$ cat src/rtl/bist_pkg.sv
// Shared types and defaults for the BIST test pattern generator.
// Optional feature macro: TPG_ALLZERO_EN (inserts the all-zero pattern, period 64).
package bist_pkg;

  typedef enum logic [1:0] {
    IDLE = 2'd0,
    LOAD = 2'd1,
    RUN  = 2'd2,
    DONE = 2'd3
  } state_t;

  localparam int unsigned TPG_WIDTH = 6;
  localparam int unsigned IDX_W     = 7;
  localparam logic [TPG_WIDTH-1:0] TPG_SEED = 6'h01;
  localparam logic [TPG_WIDTH-1:0] TPG_TAPS = 6'b110000;

`ifdef TPG_ALLZERO_EN
  localparam int unsigned TPG_N_PATTERNS = 64;
`else
  localparam int unsigned TPG_N_PATTERNS = 63;
`endif

endpackage

$ cat src/rtl/bist_tpg_ctrl_if.sv
// Pattern/strobe bundle between the TPG controller and its consumers.
interface bist_tpg_ctrl_if #(
  parameter int unsigned WIDTH = 6
);
  logic             start;
  logic [WIDTH-1:0] pattern;
  logic             pattern_valid;
  logic [6:0]       pat_idx;
  logic             last;
  logic             misr_clr;
  logic             sig_capture;
  logic             busy;
  logic             done;

  // TPG side: drives patterns and session strobes
  modport master (
    input  start,
    output pattern, pattern_valid, pat_idx, last,
    output misr_clr, sig_capture, busy, done
  );

  // Consumer side: requests sessions, observes patterns
  modport slave (
    output start,
    input  pattern, pattern_valid, pat_idx, last,
    input  misr_clr, sig_capture, busy, done
  );
endinterface

$ cat src/rtl/lfsr_core.sv
// Fibonacci-style shift-left LFSR with optional de Bruijn zero insertion.
// Optional feature macro: TPG_ALLZERO_EN.
module lfsr_core #(
  parameter int unsigned           WIDTH = 6,
  parameter logic [WIDTH-1:0]      TAPS  = 6'b110000
) (
  input  logic             clk,
  input  logic             reset,
  input  logic             load,
  input  logic [WIDTH-1:0] seed,
  input  logic             adv,
  output logic [WIDTH-1:0] q
);

  logic [WIDTH-1:0] r_q;
  logic             w_fb;

  // Feedback bit; zero insertion splices 00 between 10..0 and 00..1
  always_comb begin
    w_fb = ^(r_q & TAPS);
`ifdef TPG_ALLZERO_EN
    w_fb = w_fb ^ (r_q[WIDTH-2:0] == '0);
`endif
  end

  // State register: reset and load both return to the seed
  always_ff @(posedge clk) begin
    if (reset || load) begin
      r_q <= seed;
    end else if (adv) begin
      r_q <= {r_q[WIDTH-2:0], w_fb};
    end
  end

  assign q = r_q;

endmodule

$ cat src/rtl/bist_tpg_ctrl.sv
// BIST session sequencer: clears the compactor, applies N_PATTERNS LFSR
// patterns, then flags the signature capture point.
// Optional feature macro: TPG_ALLZERO_EN (64 patterns including 00).
module bist_tpg_ctrl
  import bist_pkg::*;
#(
  parameter int unsigned      WIDTH      = TPG_WIDTH,
  parameter logic [WIDTH-1:0] SEED       = WIDTH'(TPG_SEED),
  parameter logic [WIDTH-1:0] TAPS       = WIDTH'(TPG_TAPS),
  parameter int unsigned      N_PATTERNS = TPG_N_PATTERNS
) (
  input  logic            clk,
  input  logic            reset,
  bist_tpg_ctrl_if.master tpg
);

  localparam logic [IDX_W-1:0] LAST_IDX = IDX_W'(N_PATTERNS - 1);

  state_t           r_state;
  state_t           w_state_nxt;
  logic [IDX_W-1:0] r_pat_idx;
  logic [IDX_W-1:0] w_pat_idx_nxt;
  logic             w_load;
  logic             w_adv;
  logic [WIDTH-1:0] w_lfsr_q;

  logic r_valid;
  logic r_last;
  logic r_misr_clr;
  logic r_sig_capture;
  logic r_busy;
  logic r_done;

  lfsr_core #(
    .WIDTH (WIDTH),
    .TAPS  (TAPS)
  ) u_lfsr (
    .clk   (clk),
    .reset (reset),
    .load  (w_load),
    .seed  (SEED),
    .adv   (w_adv),
    .q     (w_lfsr_q)
  );

  // Next-state, counter and LFSR control
  always_comb begin
    w_state_nxt   = r_state;
    w_pat_idx_nxt = r_pat_idx;
    w_load        = 1'b0;
    w_adv         = 1'b0;
    case (r_state)
      IDLE: begin
        if (tpg.start) w_state_nxt = LOAD;
      end
      LOAD: begin
        w_load        = 1'b1;
        w_pat_idx_nxt = '0;
        w_state_nxt   = RUN;
      end
      RUN: begin
        if (r_pat_idx == LAST_IDX) begin
          w_state_nxt = DONE;
        end else begin
          w_adv         = 1'b1;
          w_pat_idx_nxt = r_pat_idx + IDX_W'(1);
        end
      end
      DONE: begin
        if (tpg.start) w_state_nxt = LOAD;
      end
      default: w_state_nxt = IDLE;
    endcase
  end

  // State, counter and registered strobes decoded from the next state
  always_ff @(posedge clk) begin
    if (reset) begin
      r_state       <= IDLE;
      r_pat_idx     <= '0;
      r_valid       <= 1'b0;
      r_last        <= 1'b0;
      r_misr_clr    <= 1'b0;
      r_sig_capture <= 1'b0;
      r_busy        <= 1'b0;
      r_done        <= 1'b0;
    end else begin
      r_state       <= w_state_nxt;
      r_pat_idx     <= w_pat_idx_nxt;
      r_valid       <= (w_state_nxt == RUN);
      r_last        <= (w_state_nxt == RUN) && (w_pat_idx_nxt == LAST_IDX);
      r_misr_clr    <= (w_state_nxt == LOAD);
      r_sig_capture <= (w_state_nxt == DONE) && (r_state != DONE);
      r_busy        <= (w_state_nxt == LOAD) || (w_state_nxt == RUN);
      r_done        <= (w_state_nxt == DONE);
    end
  end

  assign tpg.pattern       = w_lfsr_q;
  assign tpg.pattern_valid = r_valid;
  assign tpg.pat_idx       = r_pat_idx;
  assign tpg.last          = r_last;
  assign tpg.misr_clr      = r_misr_clr;
  assign tpg.sig_capture   = r_sig_capture;
  assign tpg.busy          = r_busy;
  assign tpg.done          = r_done;

endmodule

$ cat src/flat_wrapper.sv
// flat-port wrapper written by rule: the top's interface ports become plain ports
module bist_tpg_ctrl_flat import bist_pkg::*;
#(
  parameter int unsigned      WIDTH      = TPG_WIDTH,
  parameter logic [WIDTH-1:0] SEED       = WIDTH'(TPG_SEED),
  parameter logic [WIDTH-1:0] TAPS       = WIDTH'(TPG_TAPS),
  parameter int unsigned      N_PATTERNS = TPG_N_PATTERNS
)
  (clk, reset, tpg_start, tpg_pattern, tpg_pattern_valid, tpg_pat_idx, tpg_last, tpg_misr_clr, tpg_sig_capture, tpg_busy, tpg_done);
  bist_tpg_ctrl_if #(.WIDTH(WIDTH)) tpg_i ();
  input  logic clk;
  input  logic reset;
  input wire logic [$bits(tpg_i.start)-1:0] tpg_start;
  output wire logic [$bits(tpg_i.pattern)-1:0] tpg_pattern;
  output wire logic [$bits(tpg_i.pattern_valid)-1:0] tpg_pattern_valid;
  output wire logic [$bits(tpg_i.pat_idx)-1:0] tpg_pat_idx;
  output wire logic [$bits(tpg_i.last)-1:0] tpg_last;
  output wire logic [$bits(tpg_i.misr_clr)-1:0] tpg_misr_clr;
  output wire logic [$bits(tpg_i.sig_capture)-1:0] tpg_sig_capture;
  output wire logic [$bits(tpg_i.busy)-1:0] tpg_busy;
  output wire logic [$bits(tpg_i.done)-1:0] tpg_done;
  assign tpg_i.start = tpg_start;
  assign tpg_pattern = tpg_i.pattern;
  assign tpg_pattern_valid = tpg_i.pattern_valid;
  assign tpg_pat_idx = tpg_i.pat_idx;
  assign tpg_last = tpg_i.last;
  assign tpg_misr_clr = tpg_i.misr_clr;
  assign tpg_sig_capture = tpg_i.sig_capture;
  assign tpg_busy = tpg_i.busy;
  assign tpg_done = tpg_i.done;
  bist_tpg_ctrl #(.WIDTH(WIDTH), .SEED(SEED), .TAPS(TAPS), .N_PATTERNS(N_PATTERNS)) u_core (.clk(clk), .reset(reset), .tpg(tpg_i));
endmodule
$ cat config.mk
export PLATFORM = sky130hd
export DESIGN_NAME = bist_tpg_ctrl_flat
export DESIGN_NICKNAME = d
export VERILOG_FILES = /design/src/rtl/bist_pkg.sv /design/src/rtl/bist_tpg_ctrl_if.sv /design/src/rtl/lfsr_core.sv /design/src/rtl/bist_tpg_ctrl.sv /design/src/flat_wrapper.sv
export SDC_FILE = /design/constraint.sdc
export NUM_CORES = 1
export LEC_CHECK = 0
export CORE_ASPECT_RATIO = 1.25
export CORE_UTILIZATION = 50
export DETAILED_ROUTE_END_ITERATION = 12
export GPL_TIMING_DRIVEN = 1
export PLACE_DENSITY = 0.77
export SYNTH_ARGS = -nofsm -noshare
export SYNTH_HDL_FRONTEND = slang
export SYNTH_HIERARCHICAL = 1
export SYNTH_SLANG_ARGS = --single-unit
$ cat constraint.sdc
create_clock -name clk -period 2.5 [get_ports clk]
set_input_delay 0.375 -clock clk [delete_from_list [all_inputs] [get_ports clk]]
set_output_delay 0.375 -clock clk [all_outputs]
set_load 0.005 [all_outputs]
==> impl_metrics.env, run 1 <==
export IMPL_syn_area_mm2=0.00116
export IMPL_hold_viol=0
export IMPL_drtIter0Drc=8
export IMPL_setup_worst_path_end="u_core/tpg.last"
export IMPL_die_height_um=55.9
export IMPL_ant_nets=0
export IMPL_nets=159
export IMPL_synthFlopType="dfxtp_1"
export IMPL_die_w_um=45.1
export IMPL_clkSinkCount=21
export IMPL_clk_latency_ns=0.30
export IMPL_p_leak_nw=0.580
export IMPL_wire_per_inst_um=13.0
export IMPL_r2r_slack_ns=0.27
export IMPL_cap_violations=0
export IMPL_cts_resized=0
export IMPL_first_global_vias=874
export IMPL_vias=940
export IMPL_peakVddDrop_mv=0.767
export IMPL_drc=0
export IMPL_synth_cells=121
export IMPL_path_cells="inv_1 > ha_1 > clkinv_1 > nor3_1 > nor3_1 > inv_1 > ha_1 > nor2b_1 > nor4b_2 > o311a_1"
export IMPL_routabilityCongestion=0.825
export IMPL_max_stage_delay_ns=0.40
export IMPL_hpwlAfterDp_um=1750
export IMPL_pin_count=22
export IMPL_grt_first_pass_wirelength_um=3750
export IMPL_initial_core_util_pct=53.0
export IMPL_finalSetupViolCount=0
export IMPL_area_delta_synth_final_pct=23.8
export IMPL_synth_seq_cells=21
export IMPL_diodes=0
export IMPL_async_reset_ff_share_pct=0
export IMPL_placementRows=19
export IMPL_ys_warnings_count=6
export IMPL_path_clk_slew_ns=0.12
export IMPL_start_kind="flop"
export IMPL_fin_cells=178
export IMPL_fin_skew_ns=0.00337
export IMPL_worstRegToRegCells=10
export IMPL_fmax_mhz=449
export IMPL_worstSetupPathType="flop to flop"
export IMPL_endpoint_kind="flop"
export IMPL_core_mm2=0.00219
export IMPL_crit_start="u_core/r_state[0]"
export IMPL_postCtsSetupBuffers=0
export IMPL_cts_root_buf="clkbuf_4"
export IMPL_period_minus_slack_ns=2.23
export IMPL_synth_edf_count=6
export IMPL_dp_cells=174
export IMPL_holdPathStages=2
export IMPL_path_buf_inv=3
export IMPL_dr_pass1_iters=4
export IMPL_reg2reg_from="u_core/r_state[0]"
export IMPL_ctsLongestPathBuffers=2
export IMPL_timing_setup_tns_ns=0
export IMPL_path_delay_family="simple AND/OR/NAND/NOR gates"
export IMPL_grt_max_degree=14
export IMPL_via_per_inst=5.28
export IMPL_overflow=0
export IMPL_ctsHoldBuffers=0
export IMPL_cts_tree="built"
export IMPL_cts_made_buffers=3
export IMPL_routed_wl_um=2310
export IMPL_slowest_stage="dfxtp_1"
export IMPL_port_buffers=21
export IMPL_hp_start="u_core/tpg.pat_idx[6]"
export IMPL_yosysUniqueCellTypes=38
export IMPL_antenna_found_initial=0
export IMPL_cts_htree_levels=1
export IMPL_ys_seq_area_share_pct=41.4
export IMPL_timing_rr_end="u_core/tpg.last"
export IMPL_critPathArrivalTime_ns=2.48
export IMPL_avgSynthCellArea_um2=9.59
export IMPL_slew_viol_final=0
export IMPL_fillers=202
export IMPL_fin_crit_sh_pct=89.1
export IMPL_rsz0062_at_grt="no"
export IMPL_required_ns=2.75
export IMPL_cp_num_cells=10
export IMPL_power_density_mw_per_mm2=859
export IMPL_status="finished, final reports clean"
export IMPL_path_max_fanout=10
export IMPL_drive_gt1_share_pct=13.6
export IMPL_die_area_mm2=0.00252
export IMPL_grt_total_usage_pct=19.8
export IMPL_min_path_type="flop to flop"
==> Yosys cell counts (2+ instances only) <==
| cell | instances | share of area [%] |
|---|---|---|
| edfxtp_1 | 6 | 16 |
| or3_1 | 2 | 1.1 |
| nor2b_1 | 7 | 3.8 |
| conb_1 | 2 | 0.65 |
| dfxtp_1 | 15 | 26 |
| nand2b_1 | 2 | 1.1 |
| mux2_2 | 6 | 5.8 |
| a31oi_1 | 3 | 1.6 |
| nand3_1 | 2 | 0.86 |
| clkbuf_1 | 3 | 0.97 |
| nor3_1 | 6 | 2.6 |
| and3_1 | 4 | 2.2 |
| a21oi_1 | 9 | 3.9 |
| nand2_1 | 7 | 2.3 |
| inv_1 | 7 | 2.3 |
| nor2_1 | 9 | 2.9 |
| o21ai_0 | 3 | 1.3 |
| ha_1 | 8 | 8.6 |
==> worst reg2reg max path, cell delays in order, from the launching register on <==
cell	delay, ns
dfxtp_1	0.40
inv_1	0.06
ha_1	0.30
clkinv_1	0.23
nor3_1	0.24
nor3_1	0.10
inv_1	0.11
ha_1	0.13
nor2b_1	0.17
nor4b_2	0.24
o311a_1	0.19
==> power by group <==
| group | internal, mW | leakage, nW | switching, mW |
|---|---|---|---|
| logic | 0.279 | 0.380 | 0.292 |
| clock network | 0.0596 | 0.0177 | 0.102 |
| registers | 0.453 | 0.182 | 0.0482 |
==> final cells by class <==
cell class                 count  area, um2  area share (%)
timing repair buffer          23        225            15.7
tap                           31       38.8            2.70
clock inverter                 1       5.00           0.348
inverter                       8       30.0            2.09
sequential                    21        480            33.4
multi-input combinational     91        634            44.2
clock buffer                   3       22.5            1.57
==> cells in the final DEF, fill, tap and decap left out, drive strengths merged <==
| cell | netlist | final |
|---|---|---|
| clkdlybuf4s50 | 0 | 21 |
| dfxtp | 15 | 15 |
| nor2 | 10 | 10 |
| a21oi | 9 | 9 |
| nand2 | 9 | 9 |
| ha | 8 | 8 |
| inv | 7 | 7 |
| nor2b | 7 | 7 |
| nor3 | 6 | 6 |
| mux2 | 6 | 6 |
| conb | 2 | 6 |
| edfxtp | 6 | 6 |
| and3 | 4 | 4 |
| clkbuf | 3 | 3 |
| o21ai | 3 | 3 |
| a31oi | 3 | 3 |
| or3 | 3 | 3 |
| nand2b | 3 | 3 |
| nand3 | 2 | 2 |
| buf | 2 | 2 |
| clkinv | 1 | 2 |
| a31o | 1 | 1 |
| o41a | 1 | 1 |
| a41o | 1 | 1 |
| a211o | 1 | 1 |
| o41ai | 1 | 1 |
| o21ba | 1 | 1 |
| xnor2 | 1 | 1 |
| and4 | 1 | 1 |
| a221oi | 1 | 1 |
| nor4b | 1 | 1 |
| o311a | 1 | 1 |
| xor2 | 1 | 1 |
==> layer usage <==
layer  track usage (%)  routed length [um]  vias to the layer above
li1                  -                   -                      470
met1              21.2                 949                      437
met2              36.0                1210                       27
met3              2.60                 110                        6
met4              9.52                  44                        0
met5                 0                   0                        -
==> worst min-delay path by stage <==
stage | slack, ns | to
after floorplan | 0.45 | u_core/tpg.misr_clr
after global placement | 0.52 | u_core/tpg.pat_idx[6]
after detailed placement | 0.53 | u_core/tpg.pat_idx[6]
after CTS | 0.55 | u_core/tpg.pat_idx[6]
after global routing | 0.59 | u_core/tpg.pat_idx[6]
final | 0.55 | u_core/tpg.pat_idx[6]
==> kinds of logic (layout without fill, tap and decap cells) <==
| kind of cell | after synthesis | in the layout | share of synthesized area, % |
|---|---|---|---|
| fa+ha+maj | 8 | 8 | 8.63 |
| flops | 21 | 21 | 41.4 |
| mux | 6 | 6 | 5.82 |
| other cells | 2 | 6 | 0.647 |
| buf+inv | 13 | 35 | 5.18 |
| xor+xnor | 2 | 2 | 1.51 |
| compound gates | 23 | 23 | 13.4 |
| simple gates | 46 | 46 | 23.4 |
==> state kept, by name, indices dropped and copies added (netlist names) <==
| register | count |
|---|---|
| u_core/tpg.busy | 1 |
| u_core/r_state | 2 |
| u_core/tpg.pat_idx | 7 |
| u_core/u_lfsr/q | 6 |
| u_core/tpg.misr_clr | 1 |
| u_core/tpg.done | 1 |
| u_core/tpg.sig_capture | 1 |
| u_core/tpg.pattern_valid | 1 |
| u_core/tpg.last | 1 |
==> per-stage QoR <==
stage                     instance area [um2]  utilization, %  hold slack [ns]  setup WS, ns  power [mW]
after CTS                                1440            65.7            0.553         0.286        1.24
after global routing                     1440            65.7            0.589        0.0842        1.32
after global placement                   1410            64.4            0.520         0.405        1.06
after floorplan                          1170               -            0.447         0.487       0.838
final                                    1440            65.7            0.546         0.273        1.23
after detailed placement                 1410            64.4            0.531         0.331        1.08
Note: power is estimated with default switching activity, not from simulation.
==> run 2: changes to the inputs <==
--- a/config.mk
+++ b/config.mk
@@ -9,7 +9,8 @@
 export CORE_UTILIZATION = 50
 export DETAILED_ROUTE_END_ITERATION = 12
 export GPL_TIMING_DRIVEN = 1
-export PLACE_DENSITY = 0.77
+export PLACE_DENSITY = 0.78
+export RECOVER_POWER = 50
 export SYNTH_ARGS = -nofsm -noshare
 export SYNTH_HDL_FRONTEND = slang
 export SYNTH_HIERARCHICAL = 1
==> run 2 against run 1 <==
Clock power decreased by 4%. Maximum frequency rose by 0.85%. Critical path depth decreased by 4. Count of clock-buffer cells in the layout stayed put. Final cell count stayed put. Setup slack better by 0.019 ns. Power decreased by 3.1%. Die area is the same. Non-clock buffer count stayed put. Global-route usage rose by 1.3 points. Critical endpoint is now u_core/u_lfsr/q[4]. Largest power group unchanged. Highest routed layer unchanged.
==> impl_metrics.env, run 2 (same netlist as run 1, synthesis figures left out) <==
export IMPL_status="finished, final reports clean"
export IMPL_ctsLongestPathBuffers=2
export IMPL_initial_core_util_pct=53.0
export IMPL_worstSetupPathType="flop to flop"
export IMPL_setup_ws_ns=0.292
export IMPL_worstRegToRegCells=6
export IMPL_ctsHoldBuffers=0
export IMPL_drtIter0Drc=23
export IMPL_hold_slack_ns=0.534
export IMPL_cts_resized=0
export IMPL_peakVddDrop_mv=0.639
export IMPL_fmax_mhz=453
export IMPL_hp_start="u_core/tpg.pat_idx[6]"
export IMPL_cts_htree_levels=1
export IMPL_hold_path_endpoint="u_core/tpg.pat_idx[6]"
export IMPL_r2r_slack_ns=0.29
export IMPL_routabilityCongestion=0.815
export IMPL_fin_util_pct=64.9
export IMPL_placementRows=19
export IMPL_area_delta_synth_final_pct=22.3
export IMPL_clkSinkCount=21
export IMPL_critPathArrivalTime_ns=2.23
export IMPL_pin_count=22
export IMPL_diodes=0
export IMPL_final_cell_mix="dlygate4sd3_1, dfxtp_1, nor2_1, a21oi_1, ha_1"
export IMPL_postCtsSetupBuffers=0
export IMPL_holdPathStages=2
export IMPL_required_ns=2.53
export IMPL_finalSetupViolCount=0
export IMPL_fin_crit_sh_pct=88.3
export IMPL_drive_gt1_share_pct=12.2
export IMPL_rsz0062_at_grt="no"
export IMPL_timing_rr_end="u_core/u_lfsr/q[4]"
export IMPL_routed_wl_um=2300
export IMPL_fillers=207
export IMPL_path_clk_slew_ns=0.10
export IMPL_clk_latency_ns=0.30
export IMPL_die_w_um=45.1
export IMPL_hold_viol=0
export IMPL_core_mm2=0.00219
export IMPL_die_height_um=55.9
export IMPL_grt_max_degree=14
export IMPL_slew_viol_final=0
export IMPL_vias=947
export IMPL_hpwlAfterDp_um=1780
export IMPL_wire_per_inst_um=12.9
export IMPL_grt_first_pass_wirelength_um=3810
export IMPL_path_max_fanout=8
export IMPL_ant_nets=0
export IMPL_p_leak_nw=0.603
export IMPL_largest_reg_flops=7
export IMPL_overflow=0
export IMPL_cts_made_buffers=3
export IMPL_power_density_mw_per_mm2=843
export IMPL_drc=0
export IMPL_period_minus_slack_ns=2.21
export IMPL_dr_pass1_iters=4
export IMPL_min_path_type="flop to flop"
export IMPL_die_area_mm2=0.00252
export IMPL_grt_total_usage_pct=21.1
export IMPL_port_buffers=21
export IMPL_nets=159
export IMPL_endpoint_kind="flop"
export IMPL_start_kind="flop"
export IMPL_via_per_inst=5.32
export IMPL_cap_violations=0
export IMPL_place_ws_ns=0.393
export IMPL_fin_skew_ns=0.00416
export IMPL_cts_root_buf="clkbuf_4"
export IMPL_reg2reg_from="u_core/tpg.pat_idx[1]"
export IMPL_cts_tree="built"
export IMPL_antenna_found_initial=0
export IMPL_first_global_vias=869
export IMPL_timing_setup_tns_ns=0
-- run 2: cell count changes in the layout (fill, tap and decap cells not counted) --
cell / delta
nor2_4: -1
nand2b_4: -1
nand2b_2: +1
or3_1: +1
clkdlybuf4s50_1: -15
dlygate4sd3_1: +15
or3_4: -1
nor2_1: +1
-- run 2: worst max-delay path by stage --
stage,endpoint,startpoint,slack [ns],depth (start not counted)
CTS,u_core/tpg.last,u_core/tpg.pat_idx[1],0.35,9
detailed placement,u_core/tpg.last,u_core/tpg.pat_idx[1],0.39,9
finish,u_core/u_lfsr/q[4],u_core/tpg.pat_idx[1],0.29,6
global placement,u_core/tpg.last,u_core/tpg.pat_idx[1],0.40,9
global route,u_core/tpg.last,u_core/r_state[0],0.13,10
floorplan,u_core/u_lfsr/q[0],u_core/tpg.pat_idx[1],0.49,7
-- run 2: worst max-delay path: stages (launching register included) --
cell and delay (ns):
dfxtp_1 0.49, ha_1 0.24, nand2b_2 0.08, or3_1 0.50
nand2_1 0.15, inv_1 0.04, or3_1 0.44
-- run 2: cell type report --
class	count	area (um2)	area share [%]
multi-input combinational	91	617	43.5
tap	31	38.8	2.73
timing repair buffer	23	225	15.9
inverter	8	30.0	2.12
clock inverter	1	5.00	0.353
sequential	21	480	33.9
clock buffer	3	22.5	1.59
-- run 2: power breakdown --
part           leakage (nW)  internal, mW  switching (mW)
clock                0.0177        0.0597          0.0966
combinational         0.403         0.253           0.286
sequential            0.182         0.453          0.0479
-- run 2: stage by stage --
stage / area, um2 / std cells / total power [mW]
2_1_floorplan: 1170 / 125 / 0.838
3_3_place_gp: 1410 / 174 / 1.06
3_5_place_dp: 1410 / 174 / 1.08
4_1_cts: 1440 / 178 / 1.25
5_1_grt: 1420 / 178 / 1.29
6_report: 1420 / 178 / 1.20
-- run 2: metal layers --
layer	GRT usage, %	vias up	routed length (um)
met1	21.1	442	896
met4	11.7	0	53
met2	38.9	25	1270
met5	0	-	0
li1	-	476	-
met3	2.92	4	78
==> RTL edit, RTL diff (settings of run 2) <==
Add a define of `TPG_ALLZERO_EN`.
--- a/src/rtl/bist_pkg.sv
+++ b/src/rtl/bist_pkg.sv
@@ -1,5 +1,7 @@
 // Shared types and defaults for the BIST test pattern generator.
 // Optional feature macro: TPG_ALLZERO_EN (inserts the all-zero pattern, period 64).
+`define TPG_ALLZERO_EN
+
 package bist_pkg;
 
   typedef enum logic [1:0] {
Formal check against the unedited RTL: same outputs for any inputs over 10 cycles, from zero or initial values and one cycle with reset high; that may be too few to reach the edited logic, so the function may still have changed.
==> RTL edit against run 2 <==
  * Fmax decreased by 11%
  * Design area increased by 5.4%
  * First-iteration DRC count increased by 17%
  * Clock skew decreased by 1.9 ps
  * Sequential share of layout area decreased by 1.6 points
  * Worst setup slack got worse by 290 ps
  * Sequential cell count unchanged
  * Highest routed layer unchanged
  * Global-route usage increased by 0.23 points
  * Non-clock buffer count increased by 15
  * Routed wire length increased by 8.9%
  * Synthesized area decreased by 9.0%
  * Power increased by 35%
==> RTL edit: results (changes against run 2) <==
[worst_setup_path]
crit_path_top_delay_cell = or3b_4
reg2reg_depth = 11  ; +5
cp_max_fo = 3  ; -5
arrival_ps = 2700  ; +470 ps
cp_top_family = simple AND/OR/NAND/NOR gates
cpPeakStageDelay_ps = 370  ; -130 ps

[synthesis]
yosys_warnings = 6  ; unchanged
synth.yosys.seq_area_share_pct = 45.5  ; +4.1 points
synth_cell_types = 37  ; -2.6%
synth_common_cells = dfxtp_1 (15), nor2_1 (10), ha_1 (7), inv_1 (7), edfxtp_1 (6)
async_flop_share_pct = 0  ; unchanged
synth_edf_count = 6  ; unchanged
yosys-top-cells-area = dfxtp_1 (28%), edfxtp_1 (17%), ha_1 (8.3%), mux2_2 (5.3%), nor2_1 (3.6%)
netlist_instances = 105  ; -13%

[drt]
routed_wl_um = 2500  ; +8.9%
first_pass_iters = 4  ; unchanged
vias = 955  ; +0.84%
drtIter0Drc = 27  ; +17%

[power]
ir_drop_uv = 883  ; +38%
leakage_nw = 0.586  ; -2.7%
p_switching_uw = 567  ; +32%

[min_path]
hold_depth = 1  ; -1
min_path_type = register to register

[finish]
drive_gt1_share_pct = 29.5  ; +17 points
nets = 160  ; +0.63%
fin_cells = 169  ; -5.1%
largest_reg_flops = 7  ; unchanged

[global_route]
first_global_vias = 886  ; +2.0%
antenna_found_initial = 0  ; unchanged
track_usage_pct = 21.3  ; +0.23 points
grt_pass1_wl_um = 3720  ; -2.3%
grt_max_degree = 15  ; +1

[cts]
clk_pin_slew_ps = 110
cts_buffers = 3  ; unchanged
clk_latency_ps = 300  ; about the same

[placed_design]
numPlacedInstances = 161  ; -7.5%
place_area_mm2 = 0.00142  ; +0.44%
dpl.hpwl_um = 1760  ; -0.90%
place_congestion = 0.776  ; -4.7%

[run_status]
status = completed

[timing]
fin_skew_ps = 2.29  ; -1.87 ps

==> RTL edit: power groups by stage <==
stage               clock [mW]  combinational (mW)  sequential (mW)
global placement             0               0.761            0.536
detailed placement           0               0.785            0.543
global route             0.176                1.00            0.545
floorplan                    0               0.403            0.553
finish                   0.158               0.928            0.534
CTS                      0.166               0.790            0.534
==> RTL edit: worst register-to-register path, delay by kind of cell (launching register included) <==
family	cells	cell delay, ps
AND/OR/NAND/NOR	4	830
buffers and inverters	3	170
adder cells (fa/ha/maj)	2	430
flip-flops	1	350
AO/OA/AOI/OAI	2	630
==> RTL edit: final timing paths <==
path	start	endpoint	slack, ps
setup / recovery	u_core/r_state[0]$_SDFF_PP0_	u_core/tpg.last$_SDFF_PP0_	5
hold / removal	u_core/tpg.pat_idx[6]$_SDFF_PP0_	u_core/tpg.pat_idx[6]$_SDFF_PP0_	560
setup reg to reg	u_core/r_state[0]$_SDFF_PP0_	u_core/tpg.last$_SDFF_PP0_	5
hold reg to reg	u_core/tpg.pat_idx[6]$_SDFF_PP0_	u_core/tpg.pat_idx[6]$_SDFF_PP0_	560
==> RTL edit: final cells by class <==
class                      instances  area, um2
clock buffer                       3       22.5
clock inverter                     1       5.00
fill                             147        487
inverter                           7       26.3
multi-input combinational         79        597
sequential                        21        482
tap                               20       25.0
timing repair buffer              38        338
==> RTL edit: per-layer routing <==
metal	GRT usage [%]	part of all wire, %
met1	22.6	39
met2	40.5	54
met3	2.73	4.2
met4	10.6	2.7
met5	0	0
==> RTL edit: kinds of logic (layout without fill, tap and decap cells) <==
group | count (synthesis) | after routing | share of synthesized area (%)
muxes | 5 | 5 | 5.33
buffers and inverters | 9 | 49 | 3.20
adders and majority gates | 7 | 7 | 8.29
AOI/OAI and AO/OA | 22 | 22 | 15.2
other | 2 | 6 | 0.711
and+or+nand+nor | 39 | 39 | 21.8
DFF | 21 | 21 | 45.5
==> RTL edit: timing repair <==
| item | CTS | global route |
|---|---|---|
| hold buffers | 0 | 0 |
| setup buffers | 0 | 4 |
| gates resized for setup | 1 | 7 |
| pin swaps | 2 | 6 |
| setup endpoints to repair | 1 | 1 |
==> RTL edit: metrics by stage <==
| stage | hold slack (ps) | utilization (%) | setup slack [ps] |
|---|---|---|---|
| after global placement | 531 | 71.4 | -86.4 |
| after detailed placement | 544 | 71.4 | -154 |
| final | 557 | 75.4 | 5.42 |
| after floorplan | 454 | - | 12.1 |
| after global routing | 587 | 75.4 | -113 |
| after CTS | 564 | 72.9 | 21.7 |
